$ cat src/rtl/jc_pkg.sv
// Shared definitions for Johnson-code (4-bit twisted ring) receive logic:
// widths, lock FSM states, the illegal-code set and the code-to-index decode.
package jc_pkg;

    localparam int JC_W = 4;
    localparam int PH_W = 3;

    typedef enum logic [1:0] {
        HUNT   = 2'd0,
        CHECK  = 2'd1,
        LOCKED = 2'd2
    } jc_state_e;

    // Bit n set means code n is not a valid Johnson code (0010,0100,0101,0110,1001,1010,1011,1101).
    localparam logic [15:0] JC_ILLEGAL_MASK = 16'h2E74;

    function automatic logic [PH_W:0] jc2idx(input logic [JC_W-1:0] code);
        logic [PH_W-1:0] idx;
        case (code)
            4'b0000: idx = 3'd0;
            4'b1000: idx = 3'd1;
            4'b1100: idx = 3'd2;
            4'b1110: idx = 3'd3;
            4'b1111: idx = 3'd4;
            4'b0111: idx = 3'd5;
            4'b0011: idx = 3'd6;
            4'b0001: idx = 3'd7;
            default: idx = 3'd0;
        endcase
        return {~JC_ILLEGAL_MASK[code], idx};
    endfunction

endpackage

$ cat src/rtl/jc_code_lut.sv
// Combinational Johnson-code decoder; reusable by any checker of the same code family.
module jc_code_lut
    import jc_pkg::*;
(
    input  logic [JC_W-1:0] code,
    output logic            legal,
    output logic [PH_W-1:0] idx
);

    assign {legal, idx} = jc2idx(code);

endmodule

$ cat src/rtl/jc_decoder.sv
// Johnson-code stream decoder with phase output, illegal/sequence flags,
// a HUNT/CHECK/LOCKED lock FSM and a saturating mismatch counter.
module jc_decoder
    import jc_pkg::*;
#(
    parameter int LOCK_CNT  = 4,
    parameter int ERR_LIMIT = 2,
    parameter int ERR_W     = 8
) (
    input  logic             clk,
    input  logic             rst_n,
    input  logic             jc_vld,
    input  logic [JC_W-1:0]  jc_code,
    input  logic             err_clr,
    output logic [PH_W-1:0]  phase,
    output logic             phase_vld,
    output logic             illegal,
    output logic             seq_err,
    output logic             locked,
    output logic [ERR_W-1:0] err_cnt
);

    localparam logic [3:0]       LOCK_C  = 4'(LOCK_CNT);
    localparam logic [3:0]       LIMIT_C = 4'(ERR_LIMIT);
    localparam logic [ERR_W-1:0] ERR_ONE = ERR_W'(1);

    jc_state_e        state_r, state_nxt_s;
    logic [PH_W-1:0]  expected_r, expected_nxt_s;
    logic [3:0]       good_r, good_nxt_s;
    logic [3:0]       bad_r, bad_nxt_s;
    logic [PH_W-1:0]  phase_nxt_s;
    logic             phase_vld_nxt_s, illegal_nxt_s, seq_err_nxt_s;
    logic [ERR_W-1:0] err_nxt_s, err_inc_s;
    logic             legal_s, mismatch_s;
    logic [PH_W-1:0]  idx_s;

    jc_code_lut u_lut (
        .code  (jc_code),
        .legal (legal_s),
        .idx   (idx_s)
    );

    assign mismatch_s = ~legal_s | (idx_s != expected_r);
    assign err_inc_s  = (err_cnt == {ERR_W{1'b1}}) ? err_cnt : err_cnt + ERR_ONE;

    // Next-state, counters and output pulses for the current sample.
    always_comb begin
        state_nxt_s     = state_r;
        expected_nxt_s  = expected_r;
        good_nxt_s      = good_r;
        bad_nxt_s       = bad_r;
        phase_nxt_s     = phase;
        phase_vld_nxt_s = 1'b0;
        illegal_nxt_s   = 1'b0;
        seq_err_nxt_s   = 1'b0;
        err_nxt_s       = err_clr ? {ERR_W{1'b0}} : err_cnt;
        if (jc_vld) begin
            phase_vld_nxt_s = legal_s;
            illegal_nxt_s   = ~legal_s;
            phase_nxt_s     = legal_s ? idx_s : phase;
            case (state_r)
                HUNT: begin
                    if (legal_s) begin
                        expected_nxt_s = idx_s + 3'd1;
                        good_nxt_s     = 4'd1;
                        state_nxt_s    = CHECK;
                    end else begin
                        state_nxt_s    = HUNT;
                    end
                end
                CHECK: begin
                    if (!mismatch_s) begin
                        good_nxt_s     = good_r + 4'd1;
                        expected_nxt_s = idx_s + 3'd1;
                        state_nxt_s    = (good_r + 4'd1 == LOCK_C) ? LOCKED : CHECK;
                    end else if (legal_s) begin
                        seq_err_nxt_s  = 1'b1;
                        good_nxt_s     = 4'd1;
                        expected_nxt_s = idx_s + 3'd1;
                    end else begin
                        seq_err_nxt_s  = 1'b1;
                        state_nxt_s    = HUNT;
                    end
                end
                LOCKED: begin
                    if (!mismatch_s) begin
                        bad_nxt_s      = 4'd0;
                        expected_nxt_s = idx_s + 3'd1;
                    end else begin
                        // Flywheel: keep counting rather than resync to a suspect code.
                        seq_err_nxt_s  = 1'b1;
                        err_nxt_s      = err_clr ? ERR_ONE : err_inc_s;
                        expected_nxt_s = expected_r + 3'd1;
                        if (bad_r + 4'd1 == LIMIT_C) begin
                            bad_nxt_s   = 4'd0;
                            state_nxt_s = HUNT;
                        end else begin
                            bad_nxt_s   = bad_r + 4'd1;
                        end
                    end
                end
                default: begin
                    state_nxt_s = HUNT;
                end
            endcase
        end else begin
            state_nxt_s = state_r;
        end
    end

    // State, counters and registered outputs.
    always_ff @(posedge clk or negedge rst_n) begin
        if (!rst_n) begin
            state_r    <= HUNT;
            expected_r <= 3'd0;
            good_r     <= 4'd0;
            bad_r      <= 4'd0;
            phase      <= 3'd0;
            phase_vld  <= 1'b0;
            illegal    <= 1'b0;
            seq_err    <= 1'b0;
            locked     <= 1'b0;
            err_cnt    <= {ERR_W{1'b0}};
        end else begin
            state_r    <= state_nxt_s;
            expected_r <= expected_nxt_s;
            good_r     <= good_nxt_s;
            bad_r      <= bad_nxt_s;
            phase      <= phase_nxt_s;
            phase_vld  <= phase_vld_nxt_s;
            illegal    <= illegal_nxt_s;
            seq_err    <= seq_err_nxt_s;
            locked     <= (state_nxt_s == LOCKED);
            err_cnt    <= err_nxt_s;
        end
    end

endmodule

$ cat config.mk
export PLATFORM = sky130hd
export DESIGN_NAME = jc_decoder
export DESIGN_NICKNAME = d
export VERILOG_FILES = /design/src/rtl/jc_pkg.sv /design/src/rtl/jc_code_lut.sv /design/src/rtl/jc_decoder.sv
export SDC_FILE = /design/constraint.sdc
export NUM_CORES = 1
export LEC_CHECK = 0
export BUFFER_PORTS_ARGS = -buffer_cell sky130_fd_sc_hd__buf_2
export CAP_MARGIN = 20
export CORE_AREA = 2 2 71 73
export CTS_CLUSTER_SIZE = 20
export DETAILED_ROUTE_END_ITERATION = 10
export DIE_AREA = 0 0 73 75
export GPL_ROUTABILITY_DRIVEN = 0
export SLEW_MARGIN = 20
export SYNTH_ARGS = -nofsm -noshare
export SYNTH_HDL_FRONTEND = slang
export SYNTH_SLANG_ARGS = --single-unit
$ cat constraint.sdc
create_clock -name clk -period 6.3 [get_ports clk]
set_clock_uncertainty 0.05 [all_clocks]
set_input_delay 0.315 -clock clk [delete_from_list [all_inputs] [get_ports clk]]
set_output_delay 0.315 -clock clk [all_outputs]
set_load 0.01 [all_outputs]
# --- Yosys cells after proc, flatten, opt, wreduce, memory -nomap -nowiden ---
# Memories as Yosys holds them, arrays and structs flattened.
# Index checks and enable logic that the tools add are counted.
totals:
  out_inout_bits: 15
  n_memories: 2
  romBits: 64
  input_bits: 8
  reg_bits: 28
  elab_cells: 65
op_classes:
  reduce_logical: 8
  add_sub_neg: 5
  eq_ne: 8
  bitwise_logic: 2
  magnitude_cmp: 1
  n_mux: 29
memory_table:
  columns: ["name", "depth", "width", "read_ports", "rd_clocked_by_memory_dff", "wr", "line", "rtl"]
  rows:
  - ["(name not given)", 16, 3, 1, 0, 0, "jc_pkg.sv:19", "case (code)"]
  - ["(name not given)", 16, 1, 1, 0, 0, "jc_pkg.sv:30", "return {~JC_ILLEGAL_MASK[code], idx};"]
op_table:
  columns: ["operator", "count"]
  rows:
  - ["two-way mux 8 bit", 6]
  - ["two-way mux 4 bit", 4]
  - ["two-way mux 2 bit", 6]
  - ["two-way mux 3 bit", 3]
  - ["case mux 3 bit (3 select lines)", 1]
  - ["adder 4 x 1 -> 4 bit (second input constant)", 2]
  - ["adder 8 x 1 -> 8 bit (second input constant)", 1]
  - ["equality test 8 bit (second input constant)", 1]
  - ["case mux 4 bit (2 select lines)", 1]
  - ["AND reduction 2 bit", 4]
  - ["two-way mux 1 bit", 7]
  - ["adder 3 x 1 -> 3 bit (second input constant)", 2]
  - ["case mux 2 bit (3 select lines)", 1]
  - ["< comparator 4 x 5 -> 1 bit (second input constant)", 1]
  - ["!= test 5 bit (second input constant)", 1]
  - ["equality test 2 bit (second input constant)", 2]
  - ["equality test 4 x 2 -> 1 bit (second input constant)", 1]
  - ["equality test 4 x 3 -> 1 bit (second input constant)", 1]
  - ["!= test 3 bit", 1]
  - ["nonzero test 3 bit", 1]
  - ["equality test 2 x 1 -> 1 bit (second input constant)", 1]
  - ["zero test 2 bit", 1]
  - ["nonzero test 2 bit", 1]
  - ["OR reduction 2 bit", 1]
  - ["2 further kinds", 2]

# --- Depth between registers and ports, before layout ---
# Gate-level depths: netlist of run 1.
depth:
  word_depth: 7
  ltp_mapped: 10
  ltp_nobuf: 9

# --- Modules after synthesis ---
# A second synthesis of run 1 with hierarchy kept.
unflattened:
  hier_cells: 167
  hier_area_um2: 1639.1
modules_own_cells:
  columns: ["mod", "area_each_um2", "cells_per_inst", "n_inst", "seq_area_each_um2"]
  rows:
  - ["jc_decoder", 1554.0, 156, 1, 700.7]
  - ["jc_code_lut", 85.1, 11, 1, 0.0]

# --- Least setup slack after synthesis of run 1 ---
# Ideal clock, no wire load.
synth_timing:
  path_type: "flip-flop to flip-flop"
  from: "register expected_r[2]"
  to: "register err_cnt[2]"
  path_stages_with_launch: 8
  path_buffers: 1
  slack_ns: 4.258
  arrival_time_ns: 1.872
  setup_ns: 0.120
  cell_sequence: "dfrtp_1 -> clkbuf_1 -> and4b_1 -> a311oi_1 -> nor4b_4 -> nor3_2 -> a21oi_1 -> a31o_2"
synth_between:
  elab_chain_len: 5
  word_cells_on_any_way: 6
  classes_between: "eq/ne (2); mux (3); bitwise (1)"
synth_rtl:
  columns: ["item", "line", "rtl"]
  rows:
  - ["from (decl)", "jc_decoder.sv:28", "logic [PH_W-1:0] expected_r, expected_nxt_s;"]
  - ["from (signal assigned)", "jc_decoder.sv:126", "expected_r <= expected_nxt_s;"]
  - ["!= test 3 bit (*)", "jc_decoder.sv:43", "assign mismatch_s = ~legal_s | (idx_s != expected_r);"]
  - ["OR 1 bit (*)", "jc_decoder.sv:43", null]
  - ["two-way mux 8 bit", "jc_decoder.sv:86", "if (!mismatch_s) begin"]
  - ["two-way mux 8 bit", "jc_decoder.sv:61", "case (state_r)"]
  - ["two-way mux 8 bit", "jc_decoder.sv:57", "if (jc_vld) begin"]
  - ["to (signal assigned)", "jc_decoder.sv:123", "err_cnt <= {ERR_W{1'b0}};"]
  - ["to (signal assigned)", "jc_decoder.sv:134", "err_cnt <= err_nxt_s;"]
  - ["to (decl)", "jc_decoder.sv:20", "output logic [ERR_W-1:0] err_cnt"]
# Every way passes the cells marked *; elsewhere a longest branch is shown, timed or not.
# A chain may end at the register's enable or synchronous reset.

# --- Worst setup path in the final report of run 1 ---
layout_timing:
  from: "register expected_r[2]"
  to: "register err_cnt[7]"
# The elaborated chain is that of the path after synthesis.

==> run_results.csv, run 1 <==
group,metric,value,unit
sta,hold_ws,-0.00508,ns
worst_setup_path,crit_buf_inv,0,
clock_network,cts_tree,"built",
synth,yosys.area.top_type,"dfrtp_1",
global_routing,gr-total-overflow,0,
synth,postSynthCellCount,195,
sta,period_minus_slack,2.41,ns
clock_network,cts_htree_levels,1,
layout,design_area,2020,um2
run_status,violations,"hold timing",
worst_setup_path,required,6.45,ns
worst_hold_path,worstHoldPathType,"in -> async",
clock_network,post_cts_buffers,0,
worst_setup_path,slowest_stage,"nor4b_4",
clock_network,cts_hold_buf,0,
floorplan,ios,23,
layout,areaGrowthSynthToFinish,11.4,%
sta,drv_slew,0,
synth,yosysMostFrequentCell,"dfrtp_1",
worst_setup_path,crit_family,"simple AND/OR/NAND/NOR gates",
global_routing,grtUsageMet1,21.9,%
power_and_ir_drop,power,0.000501,W
synth,ys_warn_count,0,
layout,antenna_cells,0,
clock_network,clock_sinks,28,
placed_design,io_buffer_count,22,
routing,post_drt_wl_per_cell,13.5,um
routing,drc,0,
sta,slew_headroom,43.8,%
routing,viasPerCell,5.35,
synth,ys_top_cells_by_count,"dfrtp_1, nor2_1, nand2_1",
synth,synth_edf_count,0,
sta,post-route-period-util,38.3,%
synth,ys_ff_latch,28,
sta,fin_tns_setup,0,ns
synth,yosysSeqAreaShare,38.7,%
worst_setup_path,crit_fanout,15,
placed_design,place_ws,3.83,ns
sta,final_hold_viol_count,11,
synth,synth-main-ff-cell,"dfrtp_1",
global_routing,grt_max_degree,29,
run_status,outcome,"finished, violations left",
floorplan,die_width,73,um
clock_network,cts_root_buf,"clkbuf_8",
synth,synth_nets,213,
routing,via_count,1428,
clock_network,clkTransAtPathRegs,0.10,ns
routing,antenna_left,0,
synth,syn_area,1810,um2
placed_design,hpwl,2580,um
power_and_ir_drop,irDropWorstVdd,0.000172,V
layout,final_nets,232,
synth,async_flop_share,100,%
synth,synth_top_area_share,38.7,%
global_routing,antenna_found_initial,0,
global_routing,top_usage_layer,"met2",
global_routing,grt_pass1_vias,1377,
power_and_ir_drop,cellPowerDensity,248,nW/um2
layout,drive_above_1_share,18.3,%
layout,final.fill_count,465,
sta,setup_violations,0,
clock_network,cts_resized,0,
clock_network,cts-buffers-inserted,3,
routing,firstDrtPassIters,4,
sta,max_freq,414,MHz
worst_setup_path,worstPathArrival,2.56,ns
global_routing,track_usage,15.0,%
routing,drtIter0Drc,67,
placed_design,place_area,1950,um2
flow_run,cap_violations,0,
global_routing,grt.met3_usage,3.35,%
worst_setup_path,crit_path_end_kind,"register",
clock_network,clockBufferDepth,2,
synth,ys_types,45,
floorplan,fp.dieH,75,um
worst_setup_path,max_stage_delay,0.78,ns
routing,drt-total-wl,3600,um
global_routing,met2_usage,23.4,%
clock_network,insertion_delay,0.28,ns
floorplan,dieArea,5480,um2
floorplan,start_util,38.8,%
synth,synth.area.top_cells,"dfrtp_1, ha_1, nor2_1, nand2_1, mux2i_1",
worst_setup_path,crit_path_cell_trace,"and4b_1 > a311oi_1 > nor4b_4 > nor2_1 > and4_1 > nor3_1",
worst_setup_path,critical_path_class,"reg -> reg",
sta,worst_slew_pin_slew,0.840,ns
floorplan,rows,25,
sta,setup_ws,3.89,ns
sta,rsz0062_at_grt,"no",
floorplan,fp.coreArea,4660,um2
worst_setup_path,startpoint_type,"register",
synth,syn_area_per_cell,9.28,um2
global_routing,grt_pass1_wl,6560,um
power_and_ir_drop,cellLeakagePower,0.910,nW
[sequential cells by signal, summed over array words and instances (netlist names)]
signal,count
expected_r,3
state_r,2
bad_r,4
phase_vld,1
phase,3
seq_err,1
err_cnt,8
illegal,1
locked,1
good_r,4
[cells in the final DEF (no fill, tap or decap), types with 3 or more instances in the layout]
cell      count
nor2_1       21
nor2b_1       6
nor3_1        4
o21ai_0      13
mux2_2        5
a21oi_1       9
mux2i_1       7
ha_1         10
clkbuf_8      3
dfrtp_1      28
xnor2_1       6
nand2b_1      6
a22o_1        3
buf_2        22
nand2_1      20
inv_1         7
xor2_1        3
nand3_1       5
[layout make-up]
type	instances	area (um2)	area share, %
clock buffer	3	41.3	2.05
clock inverter	1	30.0	1.49
inverter	7	26.3	1.30
multi-input combinational	152	1040	51.6
sequential	28	701	34.7
tap	54	67.6	3.35
timing repair buffer	22	110	5.46
[worst reg2reg max path, delay by kind of cell, from the launching register on]
family / cells / cell delay (ns)
compound gates: 1 / 0.07
flops: 1 / 0.51
simple gates: 5 / 1.71
[routing by layer]
layer  up-vias  wire (um)
li1        730          -
met1       678       1840
met2        18       1640
met3         2        101
met4         0         23
met5         -          0
[report_power, final]
part / internal (W) / switching, W
Combinational: 0.0000597 / 0.0000718
Sequential: 0.000202 / 0.0000271
Clock: 0.0000851 / 0.0000559
[path summary, 6_finish.rpt]
check                                         end  slack (ns)                 startpoint  depth (start not counted)
max                        err_cnt[7]$_DFFE_PN0P_        3.89  expected_r[2]$_DFFE_PN0P_                          6
min in group clk           err_cnt[4]$_DFFE_PN0P_        0.27                    err_clr                          2
max in group asynchronous     phase_vld$_DFF_PN0_        5.78                      rst_n                          1
min                          bad_r[0]$_DFFE_PN0P_      -0.005                      rst_n                          1
max reg2reg                err_cnt[7]$_DFFE_PN0P_        3.89  expected_r[2]$_DFFE_PN0P_                          6
min reg2reg                 good_r[2]$_DFFE_PN0P_        0.46      good_r[2]$_DFFE_PN0P_                          1
[kinds of logic after synthesis]
| kind of cell | after synthesis | share of synthesized area [%] |
|---|---|---|
| simple gates | 80 | 24.2 |
| compound gates | 41 | 15.1 |
| flops | 28 | 38.7 |
| buf+inv | 15 | 3.80 |
| mux | 12 | 6.98 |
| fa+ha+maj | 10 | 6.91 |
| xor+xnor | 9 | 4.35 |
[through the flow]
step / util, % / cells
final: 43.3 / 267
after global routing: 43.3 / 267
after CTS: 43.3 / 267
after detailed placement: 41.7 / 263
after global placement: 41.7 / 263
after floorplan: - / 195
Note: power is estimated with default switching activity, not from simulation.
==> inputs of run 2 (changes only) <==
==> constraint.sdc (replaced) <==
create_clock -name clk -period 2.2 [get_ports clk]
set_clock_uncertainty 0.05 [all_clocks]
set_input_delay 0.11 -clock clk [delete_from_list [all_inputs] [get_ports clk]]
set_output_delay 0.11 -clock clk [all_outputs]
set_load 0.01 [all_outputs]
==> run 2 against run 1 <==
The flow now finishes without violations. Design area is 7.5% higher. Maximum frequency is 17% higher. Critical endpoint is now err_cnt[3]$_DFFE_PN0P_. Highest routed layer unchanged. First-iteration DRC count is 69% higher. Sequential share of layout area is 2.3 points lower. Non-clock buffer count is 12 higher. Die area stayed put. Combinational power grew to 3.5 times the previous value.
==> run_results.csv, run 2 (same netlist as run 1, synthesis figures left out) <==
group,metric,value,unit
global_routing,grt_pass1_vias,1437,
layout,layout.cells.most_common_list,"dfrtp_1, buf_2, nor2_1",
placed_design,hpwl,2680,um
clock_network,cts_tree,"built",
layout,largestRegisters,"err_cnt x8, bad_r x4, good_r x4",
routing,drt-total-wl,3870,um
worst_setup_path,crit_fanout,6,
power_and_ir_drop,cellPowerDensity,663,nW/um2
global_routing,grt_max_degree,29,
layout,largest_register_ffs,8,
worst_setup_path,startpoint_type,"register",
routing,firstDrtPassIters,4,
worst_setup_path,crit_family,"simple AND/OR/NAND/NOR gates",
routing,drc,0,
floorplan,ios,23,
routing,via_count,1540,
floorplan,dieArea,5480,um2
clock_network,insertion_delay,0.28,ns
layout,antenna_cells,0,
layout,final_common_cell,"dfrtp_1",
sta,drv_slew,0,
global_routing,grt_pass1_wl,6530,um
layout,design_area,2170,um2
worst_setup_path,max_stage_delay,0.45,ns
placed_design,io_buffer_count,22,
layout,areaGrowthSynthToFinish,19.8,%
floorplan,fp.dieH,75,um
power_and_ir_drop,cellLeakagePower,0.979,nW
sta,setup_violations,0,
floorplan,fp.coreArea,4660,um2
clock_network,clock_sinks,28,
sta,worst_slew_pin_slew,0.647,ns
sta,period_minus_slack,2.06,ns
worst_setup_path,crit_buf_inv,1,
global_routing,gr-total-overflow,0,
routing,viasPerCell,5.50,
sta,final_hold_viol_count,0,
clock_network,clockBufferDepth,2,
sta,slew_headroom,56.9,%
layout,drive_above_1_share,24.8,%
global_routing,antenna_found_initial,0,
sta,rsz0062_at_grt,"no",
placed_design,place_area,2010,um2
worst_setup_path,crit_path_end_kind,"register",
floorplan,rows,25,
flow_run,cap_violations,0,
layout,final_util,46.5,%
power_and_ir_drop,irDropWorstVdd,0.000341,V
worst_setup_path,required,2.33,ns
sta,max_freq,485,MHz
clock_network,cts_root_buf,"clkbuf_8",
global_routing,track_usage,15.5,%
routing,drtIter0Drc,113,
worst_hold_path,worstHoldPathType,"in -> reg",
routing,antenna_left,0,
sta,post-route-period-util,93.7,%
run_status,outcome,"complete, no violations",
clock_network,cts_htree_levels,1,
routing,post_drt_wl_per_cell,13.8,um
clock_network,cts-buffers-inserted,3,
clock_network,clkTransAtPathRegs,0.10,ns
worst_setup_path,slowest_stage,"dfrtp_2",
worst_setup_path,crit_path_cell_trace,"and4b_1 > a311oi_4 > nor4b_4 > buf_4 > nor4_1 > xnor2_1 > nor2_1",
floorplan,die_width,73,um
layout,largest_register,"err_cnt",
layout,final_nets,245,
floorplan,start_util,38.8,%
worst_setup_path,worstPathArrival,2.19,ns
worst_setup_path,critical_path_class,"reg -> reg",
==> run 2: cell count changes in the layout (fill, tap and decap cells not counted), moves of 2 or more <==
cell and delta:
nor3_4 +2, nor3_1 -2, buf_4 +11, dfrtp_1 -2, dfrtp_2 +2
==> run 2: cell type report <==
| class | count | area, um2 |
|---|---|---|
| fill | 448 | 2490 |
| multi-input combinational | 153 | 1110 |
| sequential | 28 | 703 |
| timing repair buffer | 34 | 203 |
| tap | 54 | 67.6 |
| clock buffer | 4 | 55.1 |
| inverter | 7 | 26.3 |
==> run 2: what timing repair did <==
action                     CTS  global route
gates resized for setup      0            10
hold endpoints to repair    28             0
setup buffers                0             2
pin swaps                    0             2
hold buffers                 1             0
setup endpoints to repair    1            17
cloned                       0             1
==> run 2: final timing paths <==
check	slack [ns]	start	endpoint	depth (start not counted)
min in group asynchronous	0.33	rst_n	bad_r[1]$_DFFE_PN0P_	2
max	0.14	expected_r[2]$_DFFE_PN0P_	err_cnt[3]$_DFFE_PN0P_	7
min reg2reg	0.46	good_r[2]$_DFFE_PN0P_	good_r[2]$_DFFE_PN0P_	1
max in group asynchronous	1.30	rst_n	expected_r[1]$_DFFE_PN0P_	2
min	0.06	err_clr	err_cnt[6]$_DFFE_PN0P_	2
max reg2reg	0.14	expected_r[2]$_DFFE_PN0P_	err_cnt[3]$_DFFE_PN0P_	7
==> run 2: routing by layer <==
layer / part of all wire [%] / up-vias / global-route usage (%)
li1: - / 760 / -
met1: 49 / 746 / 19.9
met2: 47 / 29 / 25.9
met3: 3.4 / 5 / 2.95
met4: 1.3 / 0 / 5.76
met5: 0 / - / 0
==> run 2: power by group <==
group / internal, W / switching, W / total [W]
clock: 0.000160 / 0.000161 / 0.000322
sequential: 0.000579 / 0.0000769 / 0.000656
combinational: 0.000219 / 0.000240 / 0.000459
==> run 2: per-stage QoR <==
stage                     setup WS [ns]  setup TNS, ns  hold slack [ns]  instances  total power [W]
after floorplan                   0.158              0           -0.236        195         0.000947
after global placement           0.0667              0            0.125        272          0.00106
after detailed placement       -0.00586       -0.00762            0.127        272          0.00107
after CTS                      -0.00141       -0.00141           0.0495        277          0.00140
after global routing            0.00531              0           0.0799        280          0.00154
final                             0.139              0           0.0637        280          0.00144
